[src/rtl/ov5640_size_cfg_seq.sv]
// OV5640 output-size / frame-timing register sequencer.
// Writes DVP H/V size, HTS and VTS inside a group-hold (group 3) over the
// shared i2c_dri command port. It re-runs whenever the live size inputs
// differ from the snapshot that was last written.
module ov5640_size_cfg_seq #(
    parameter int unsigned INIT_DLY  = 20000,
    parameter int unsigned TIMEOUT   = 65535,
    parameter int unsigned MAX_RETRY = 3
) (
    input  logic        clk,
    input  logic        rst_n,
    input  logic        init_done,
    input  logic [12:0] cmos_h_pixel,
    input  logic [12:0] cmos_v_pixel,
    input  logic [12:0] total_h_pixel,
    input  logic [12:0] total_v_pixel,
    input  logic        i2c_done,
    output logic        i2c_exec,
    output logic [23:0] i2c_data,
    output logic        cfg_busy,
    output logic        cfg_done,
    output logic        cfg_err,
    output logic [3:0]  cfg_idx
);

    typedef enum logic [2:0] {
        S_WAIT_INIT,
        S_START,
        S_ISSUE,
        S_WAIT_ACK,
        S_DONE,
        S_ERROR
    } state_t;

    localparam logic [3:0] LAST_IDX = 4'd10;

    state_t      state;
    logic [31:0] dly_cnt;
    logic [31:0] to_cnt;
    logic [31:0] retry_cnt;
    logic [12:0] snap_h;
    logic [12:0] snap_v;
    logic [12:0] snap_hts;
    logic [12:0] snap_vts;
    logic        sizes_changed;

    // Register/value pair for one table index; sizes come from the snapshot.
    function automatic logic [23:0] table_entry(
        input logic [3:0]  idx,
        input logic [12:0] h,
        input logic [12:0] v,
        input logic [12:0] hts,
        input logic [12:0] vts
    );
        logic [23:0] e;
        case (idx)
            4'd0:    e = 24'h321203;
            4'd1:    e = {16'h3808, 3'b000, h[12:8]};
            4'd2:    e = {16'h3809, h[7:0]};
            4'd3:    e = {16'h380A, 3'b000, v[12:8]};
            4'd4:    e = {16'h380B, v[7:0]};
            4'd5:    e = {16'h380C, 3'b000, hts[12:8]};
            4'd6:    e = {16'h380D, hts[7:0]};
            4'd7:    e = {16'h380E, 3'b000, vts[12:8]};
            4'd8:    e = {16'h380F, vts[7:0]};
            4'd9:    e = 24'h321213;
            4'd10:   e = 24'h3212A3;
            default: e = '0;
        endcase
        return e;
    endfunction

    // Live size inputs differ from what was last written to the sensor.
    always_comb begin
        sizes_changed = (cmos_h_pixel  != snap_h)   ||
                        (cmos_v_pixel  != snap_v)   ||
                        (total_h_pixel != snap_hts) ||
                        (total_v_pixel != snap_vts);
    end

    // Sequencer FSM; all outputs registered. i2c_exec is high for exactly
    // the ISSUE cycle, because it is set only on transitions into ISSUE.
    always_ff @(posedge clk) begin
        if (!rst_n) begin
            state     <= S_WAIT_INIT;
            dly_cnt   <= '0;
            to_cnt    <= '0;
            retry_cnt <= '0;
            snap_h    <= '0;
            snap_v    <= '0;
            snap_hts  <= '0;
            snap_vts  <= '0;
            i2c_exec  <= 1'b0;
            i2c_data  <= '0;
            cfg_busy  <= 1'b0;
            cfg_done  <= 1'b0;
            cfg_err   <= 1'b0;
            cfg_idx   <= '0;
        end else begin
            i2c_exec <= 1'b0;
            case (state)
                S_WAIT_INIT: begin
                    if (!init_done) begin
                        dly_cnt <= '0;
                    end else if (dly_cnt == INIT_DLY - 1) begin
                        dly_cnt <= '0;
                        state   <= S_START;
                    end else begin
                        dly_cnt <= dly_cnt + 32'd1;
                    end
                end
                S_START: begin
                    snap_h    <= cmos_h_pixel;
                    snap_v    <= cmos_v_pixel;
                    snap_hts  <= total_h_pixel;
                    snap_vts  <= total_v_pixel;
                    cfg_idx   <= '0;
                    cfg_busy  <= 1'b1;
                    cfg_done  <= 1'b0;
                    retry_cnt <= '0;
                    i2c_data  <= table_entry(4'd0, snap_h, snap_v, snap_hts, snap_vts);
                    i2c_exec  <= 1'b1;
                    state     <= S_ISSUE;
                end
                S_ISSUE: begin
                    to_cnt <= '0;
                    state  <= S_WAIT_ACK;
                end
                S_WAIT_ACK: begin
                    if (i2c_done) begin
                        retry_cnt <= '0;
                        if (cfg_idx == LAST_IDX) begin
                            cfg_busy <= 1'b0;
                            cfg_done <= 1'b1;
                            state    <= S_DONE;
                        end else begin
                            cfg_idx  <= cfg_idx + 4'd1;
                            i2c_data <= table_entry(cfg_idx + 4'd1, snap_h, snap_v,
                                                    snap_hts, snap_vts);
                            i2c_exec <= 1'b1;
                            state    <= S_ISSUE;
                        end
                    end else if (to_cnt == TIMEOUT - 1) begin
                        if (retry_cnt < MAX_RETRY) begin
                            retry_cnt <= retry_cnt + 32'd1;
                            i2c_exec  <= 1'b1;
                            state     <= S_ISSUE;
                        end else begin
                            cfg_err  <= 1'b1;
                            cfg_busy <= 1'b0;
                            state    <= S_ERROR;
                        end
                    end else begin
                        to_cnt <= to_cnt + 32'd1;
                    end
                end
                S_DONE: begin
                    if (sizes_changed) begin
                        state <= S_START;
                    end
                end
                S_ERROR: begin
                    state <= S_ERROR;
                end
                default: begin
                    state <= S_WAIT_INIT;
                end
            endcase
        end
    end

endmodule
[config.mk]
export PLATFORM = sky130hd
export DESIGN_NAME = ov5640_size_cfg_seq
export DESIGN_NICKNAME = d
export VERILOG_FILES = /design/src/rtl/ov5640_size_cfg_seq.sv
export SDC_FILE = /design/constraint.sdc
export NUM_CORES = 1
export LEC_CHECK = 0
export CAP_MARGIN = 10
export CORE_ASPECT_RATIO = 1.4
export CORE_MARGIN = 1.5
export CORE_UTILIZATION = 50
export CTS_CLUSTER_DIAMETER = 120
export DETAILED_ROUTE_END_ITERATION = 8
export PLACE_DENSITY = 0.74
export SLEW_MARGIN = 20
export SYNTH_ARGS = -nofsm -noshare
export SYNTH_HDL_FRONTEND = slang
export SYNTH_SLANG_ARGS = --single-unit
[constraint.sdc]
create_clock -name clk -period 2.01 [get_ports clk]
set_input_delay 0.201 -clock clk [delete_from_list [all_inputs] [get_ports clk]]
set_output_delay 0.201 -clock clk [all_outputs]
set_load 0.01 [all_outputs]
# [Yosys cells after proc, flatten, opt, wreduce, memory -nomap -nowiden]
# Index checks and enable logic that the tools add are counted.
[totals] ff_bits=183 input_bits=56 output_inout_bits=32
[classes] add_sub_neg=4 magnitude_cmp=1 eq_ne=34 n_mux=37 bitwise_logic=2 reduce_logical=14
[ops] cell="$pmux 22 s11" count=1
[ops] cell="$mux 32" count=7
[ops] cell="$pmux 32 s2" count=2
[ops] cell="$add 32x1->32 const B" count=3
[ops] cell="$ne 13x13->1" count=4
[ops] cell="$mux 24" count=2
[ops] cell="$pmux 24 s2" count=1
[ops] cell="$eq 32x15->1 const B" count=1
[ops] cell="$eq 32x16->1 const B" count=1
[ops] cell="$lt 32x2->1 const B" count=1
[ops] cell="$mux 3" count=7
[ops] cell="$pmux 3 s6" count=1
[ops] cell="$eq 4x3->1 const B" count=4
[ops] cell="$eq 4x4->1 const B" count=4
[ops] cell="$ne 2x2->1 const B" count=8
[ops] cell="$ne 3x3->1 const B" count=4
[ops] cell="$reduce_and 3->1" count=4
[ops] cell="$reduce_and 4->1" count=3
[ops] cell="$mux 1" count=10
[ops] cell="$eq 4x2->1 const B" count=2
[ops] cell="$mux 4" count=2
[ops] cell="$pmux 4 s2" count=1
[ops] cell="$eq 3x2->1 const B" count=2
[ops] cell="$eq 3x3->1 const B" count=2
[ops] cell="other kinds (9)" count=15

# [Depth between registers and ports, before layout]
[logic_depth] word_depth=6 depth_mapped=10

# [Worst setup path before layout]
# No wires, ideal clock.
[synth_timing] path_kind="register to register" startpoint="reg cfg_idx[1]" endpoint="reg i2c_data[0]" setup_ps=116 arrival_time_ps=2016 required_time_ps=1894 path_slack_ps=-122 stages_incl_launch_ff=9 n_path_buf=1 path_cell_list="dfxtp_1 ha_1 xor2_1 clkbuf_1 mux2_2 a221oi_1 a21oi_1 o22ai_1 nor2_1"
[synth_between] elab_chain_len=6 word_cells_on_any_way=19 classes_between="add/sub: 1; eq/ne: 12; mux: 4; reduce/logical: 2"
[synth_rtl] element="from (decl)" line_no="23" text="output logic [3:0] cfg_idx"
[synth_rtl] element="from (signal assigned)" line_no="137" text="cfg_idx <= cfg_idx + 4'd1;"
[synth_rtl] element="$add 4x1->4" line_no="138" text="i2c_data <= table_entry(cfg_idx + 4'd1, snap_h, snap_v,"
[synth_rtl] element="$eq 4x4->1 (tied with other cells)" line_no="56" text="case (idx)"
[synth_rtl] element="$pmux 22 s11" line_no="56"
[synth_rtl] element="$mux 24" line_no="132" text="if (cfg_idx == LAST_IDX) begin"
[synth_rtl] element="$mux 24" line_no="130" text="if (i2c_done) begin"
[synth_rtl] element="$pmux 24 s2" line_no="101" text="case (state)"
[synth_rtl] element="to (signal assigned)" line_no="121" text="i2c_data <= table_entry(4'd0, snap_h, snap_v, snap_hts, snap_vts);"
[synth_rtl] element="to (signal assigned)" line_no="138"
[synth_rtl] element="to (decl)" line_no="19" text="output logic [23:0] i2c_data,"
# Several ways; a longest one is shown, not always the timed one. The select of a mux whose other input is x is not followed.
# A chain may end at the register's enable or synchronous reset.

# [Final worst setup path]
[layout_timing] startpoint="reg to_cnt[15]" endpoint="reg retry_cnt[0]"
[layout_between] elab_chain_len=3
[layout_rtl] element="from (decl)" line_no="39" text="logic [31:0] to_cnt;"
[layout_rtl] element="from (signal assigned)" line_no="154" text="to_cnt <= to_cnt + 32'd1;"
[layout_rtl] element="$eq 32x16->1" line_no="143" text="end else if (to_cnt == TIMEOUT - 1) begin"
[layout_rtl] element="$ne 3x3->1 (no source line)"
[layout_rtl] element="$reduce_and 3->1 (no source line)"
[layout_rtl] element="to (signal assigned)" line_no="145" text="retry_cnt <= retry_cnt + 32'd1;"
[layout_rtl] element="to (decl)" line_no="40" text="logic [31:0] retry_cnt;"
# No other way between the ends.

==> run metrics <==
Primary FF master, synth=dfxtp_1; grt ovf=0; Critical Path Start Type=flop; crit path kind=reg -> reg; nets=about 1400; post-synthesis cell area=8610 sq um; DP Wirelength=around 18 mm; 1st-iter DRT viols=between 600 and 700; Clock Skews=around 11 ps; CTS tree=built; root buf cell=clkbuf_16; Ports=88; Worst Setup End Kind=flop; Pre-antenna DRT Iters=5; unrepaired setup endpoints after global routing=yes; Slew HR=roughly three fifths; flop2flop setup slack=-120 ps; worst hold path class=in -> reg; peak supply drop=between 0.4 and 0.5 mV; number of global-route vias before repair=around 8400; origin of the critical flop-to-flop path=to_cnt[15]; antenna viol nets, final=0; Final Non-Filler Cells=~1500; Final Slew Violations=0; Lkg Pwr=between 4 and 5 nW; Clock Sinks=173; highest-count cells in the layout ignoring fill and taps=buf_4, nand2_1, dfxtp_1; Via density=just under 6; Port Buffers=80; setup ws final=-116 ps; Worst Hold End=snap_vts[11]; RePlAce Congestion=about 0.97; mux cell area share after synthesis=under 10%; P&R area growth vs syn=40.0%; Ant. Diodes=0; fmax=470 MHz; Final TNS setup=-256 ps; sequential cell area fraction in the yosys report=between 40% and 50%; commonest non-fill, non-tap cell in the layout=buf_4; largest net degree at the start of global routing=54; post-synthesis adder-cell area fraction=1.45%; DRC errors left=0; largest family of logic cells by synthesized area=simple AND/OR/NAND/NOR gates; vias after detailed routing=8987; share of cells above drive strength 1=25.8%; Hold Path Depth=3; Overall Global Routing Usage=between 20% and 30%; Power Density=roughly 600 nW/um^2; crit-path max FO=6; Tmin final=about 2100 ps; worst r2r dst=retry_cnt[0]; failing checks=setup timing; Worst-Margin Slew=602 ps; die height=158 um; post-synthesis compound-gate area fraction=between 10% and 20%; period utilization=106%; Initial Util=51.2%; WP data required=approximately 2300 ps; initial antenna violation count=0; average wire per standard cell=18.0 um; TritonCTS Buffers=17; largest buffer count on any clock path=2; Core Area=about 17000 sq um; max-cap check violation count=0; synthesized flop and latch total=~170; final WL=27.3 mm; hold_buf cts=0; die footprint=about 18000 sq um; Ys Warns=0; R2R depth=7; Synth Area per Inst=7.98 sq um; CTS HTree Levels=4; Cells after Synth=1078; Synth cell types=60; hold path start=total_v_pixel[11]; CP arrival=2430 ps; Synth Area in Simple Gates=between 20% and 30%; asr flop ratio synth=0%; EDFF count, synth=0; status=complete, but fails checks; Clk Latency, worst-skew pair=between 400 and 500 ps; placed cell count=~1500; Synth Area in XOR/XNOR=approximately 7.4%; final hold viol count=0; Setup Viol. Count Final=7; CTS clk-pin slew, worst paths=~70 ps; Die Wd=114 um; row count=56; first-pass GRT wire length=40.9 mm
==> power breakdown <==
part,internal [W],switching (W),total [W]
Clock,0.00186,0.00148,0.00333
Sequential,0.00343,0.00000660,0.00344
Combinational,0.000223,0.000224,0.000447
==> flip-flops by register name, summed over array words and instances, names as in the netlist <==
register   cells
dly_cnt       32
retry_cnt     32
to_cnt        32
i2c_data      14
snap_h        13
snap_hts      13
snap_v        13
snap_vts      13
cfg_idx        4
state          3
cfg_busy       1
cfg_done       1
cfg_err        1
i2c_exec       1
==> kinds of logic after synthesis <==
family	count (synthesis)
AOI/OAI and AO/OA	244
xor gates and xnor gates	73
adders and majority gates	10
buffers and inverters	88
DFF	173
muxes	9
other	1
and+or+nand+nor	480
==> final cells by class <==
type / count / area, sq um
sequential: 173 / 3490
fill: 1216 / 4770
inverter: 14 / 52.6
tap: 203 / 254
timing repair buffer: 269 / 2400
clock buffer: 18 / 429
clock inverter: 13 / 153
multi-input combinational: 823 / 5270
==> through the flow <==
step	util, %	worst slack, ps	hold slack, ps	instance area (sq um)	power, W
after detailed placement	63.9	-287	447	10800	0.00392
final	71.7	-116	358	12100	0.00722
after floorplan	-	-17.7	337	8630	0.00369
after global placement	63.9	-242	442	10800	0.00391
after global routing	71.7	-162	378	12100	0.00739
after CTS	68.1	-62.5	349	11400	0.00719
==> layer usage <==
layer  vias to the layer above  share of wire [%]  track usage (%)
li1                       4288                  -                -
met1                      4247                 37             31.4
met2                       360                 52             51.6
met3                        92                5.4             5.67
met4                         0                5.9             17.5
met5                         -                  0                0
==> Yosys cell counts (all sizes together) (12+ instances only) <==
| cell | number | area [sq um] |
|---|---|---|
| buf | 28 | 165 |
| clkbuf | 46 | 173 |
| nand4 | 30 | 188 |
| nand3 | 36 | 180 |
| a31oi | 13 | 81.3 |
| xor2 | 59 | 517 |
| nor2 | 94 | 353 |
| dfxtp | 173 | 3460 |
| and3 | 13 | 81.3 |
| a21oi | 106 | 531 |
| o21ai | 47 | 235 |
| or3 | 16 | 100 |
| nand2 | 158 | 593 |
| xnor2 | 14 | 123 |
| and2 | 28 | 175 |
| a22oi | 12 | 90.1 |
| inv | 14 | 52.6 |
| nor4 | 32 | 213 |
| nor3 | 29 | 155 |
==> critical path, stage by stage (launching register included) <==
cell	delay, ps
dfxtp_1	380
and4_1	260
nand4_1	200
or3_4	490
o21a_1	240
buf_6	130
o21ai_0	180
a21oi_1	100
==> timing repair <==
action / 4_1_cts / 5_1_grt
pin swaps: 10 / 51
gates resized for setup: 24 / 112
gates cloned: 0 / 3
setup endpoints to repair: 43 / 70
setup buffers: 3 / 10
==> worst max path at each step <==
stage	startpoint	to	slack (ps)	depth (start not counted)
4_1_cts	to_cnt[0]	retry_cnt[0]	-60	8
3_5_place_dp	cmos_v_pixel[11]	state[0]	-290	9
6_report	to_cnt[15]	retry_cnt[0]	-120	7
2_1_floorplan	cfg_idx[1]	i2c_data[0]	-20	8
3_3_place_gp	cmos_h_pixel[0]	state[0]	-240	8
5_1_grt	to_cnt[15]	retry_cnt[0]	-160	7
Note: power is estimated with default switching activity, not from simulation.
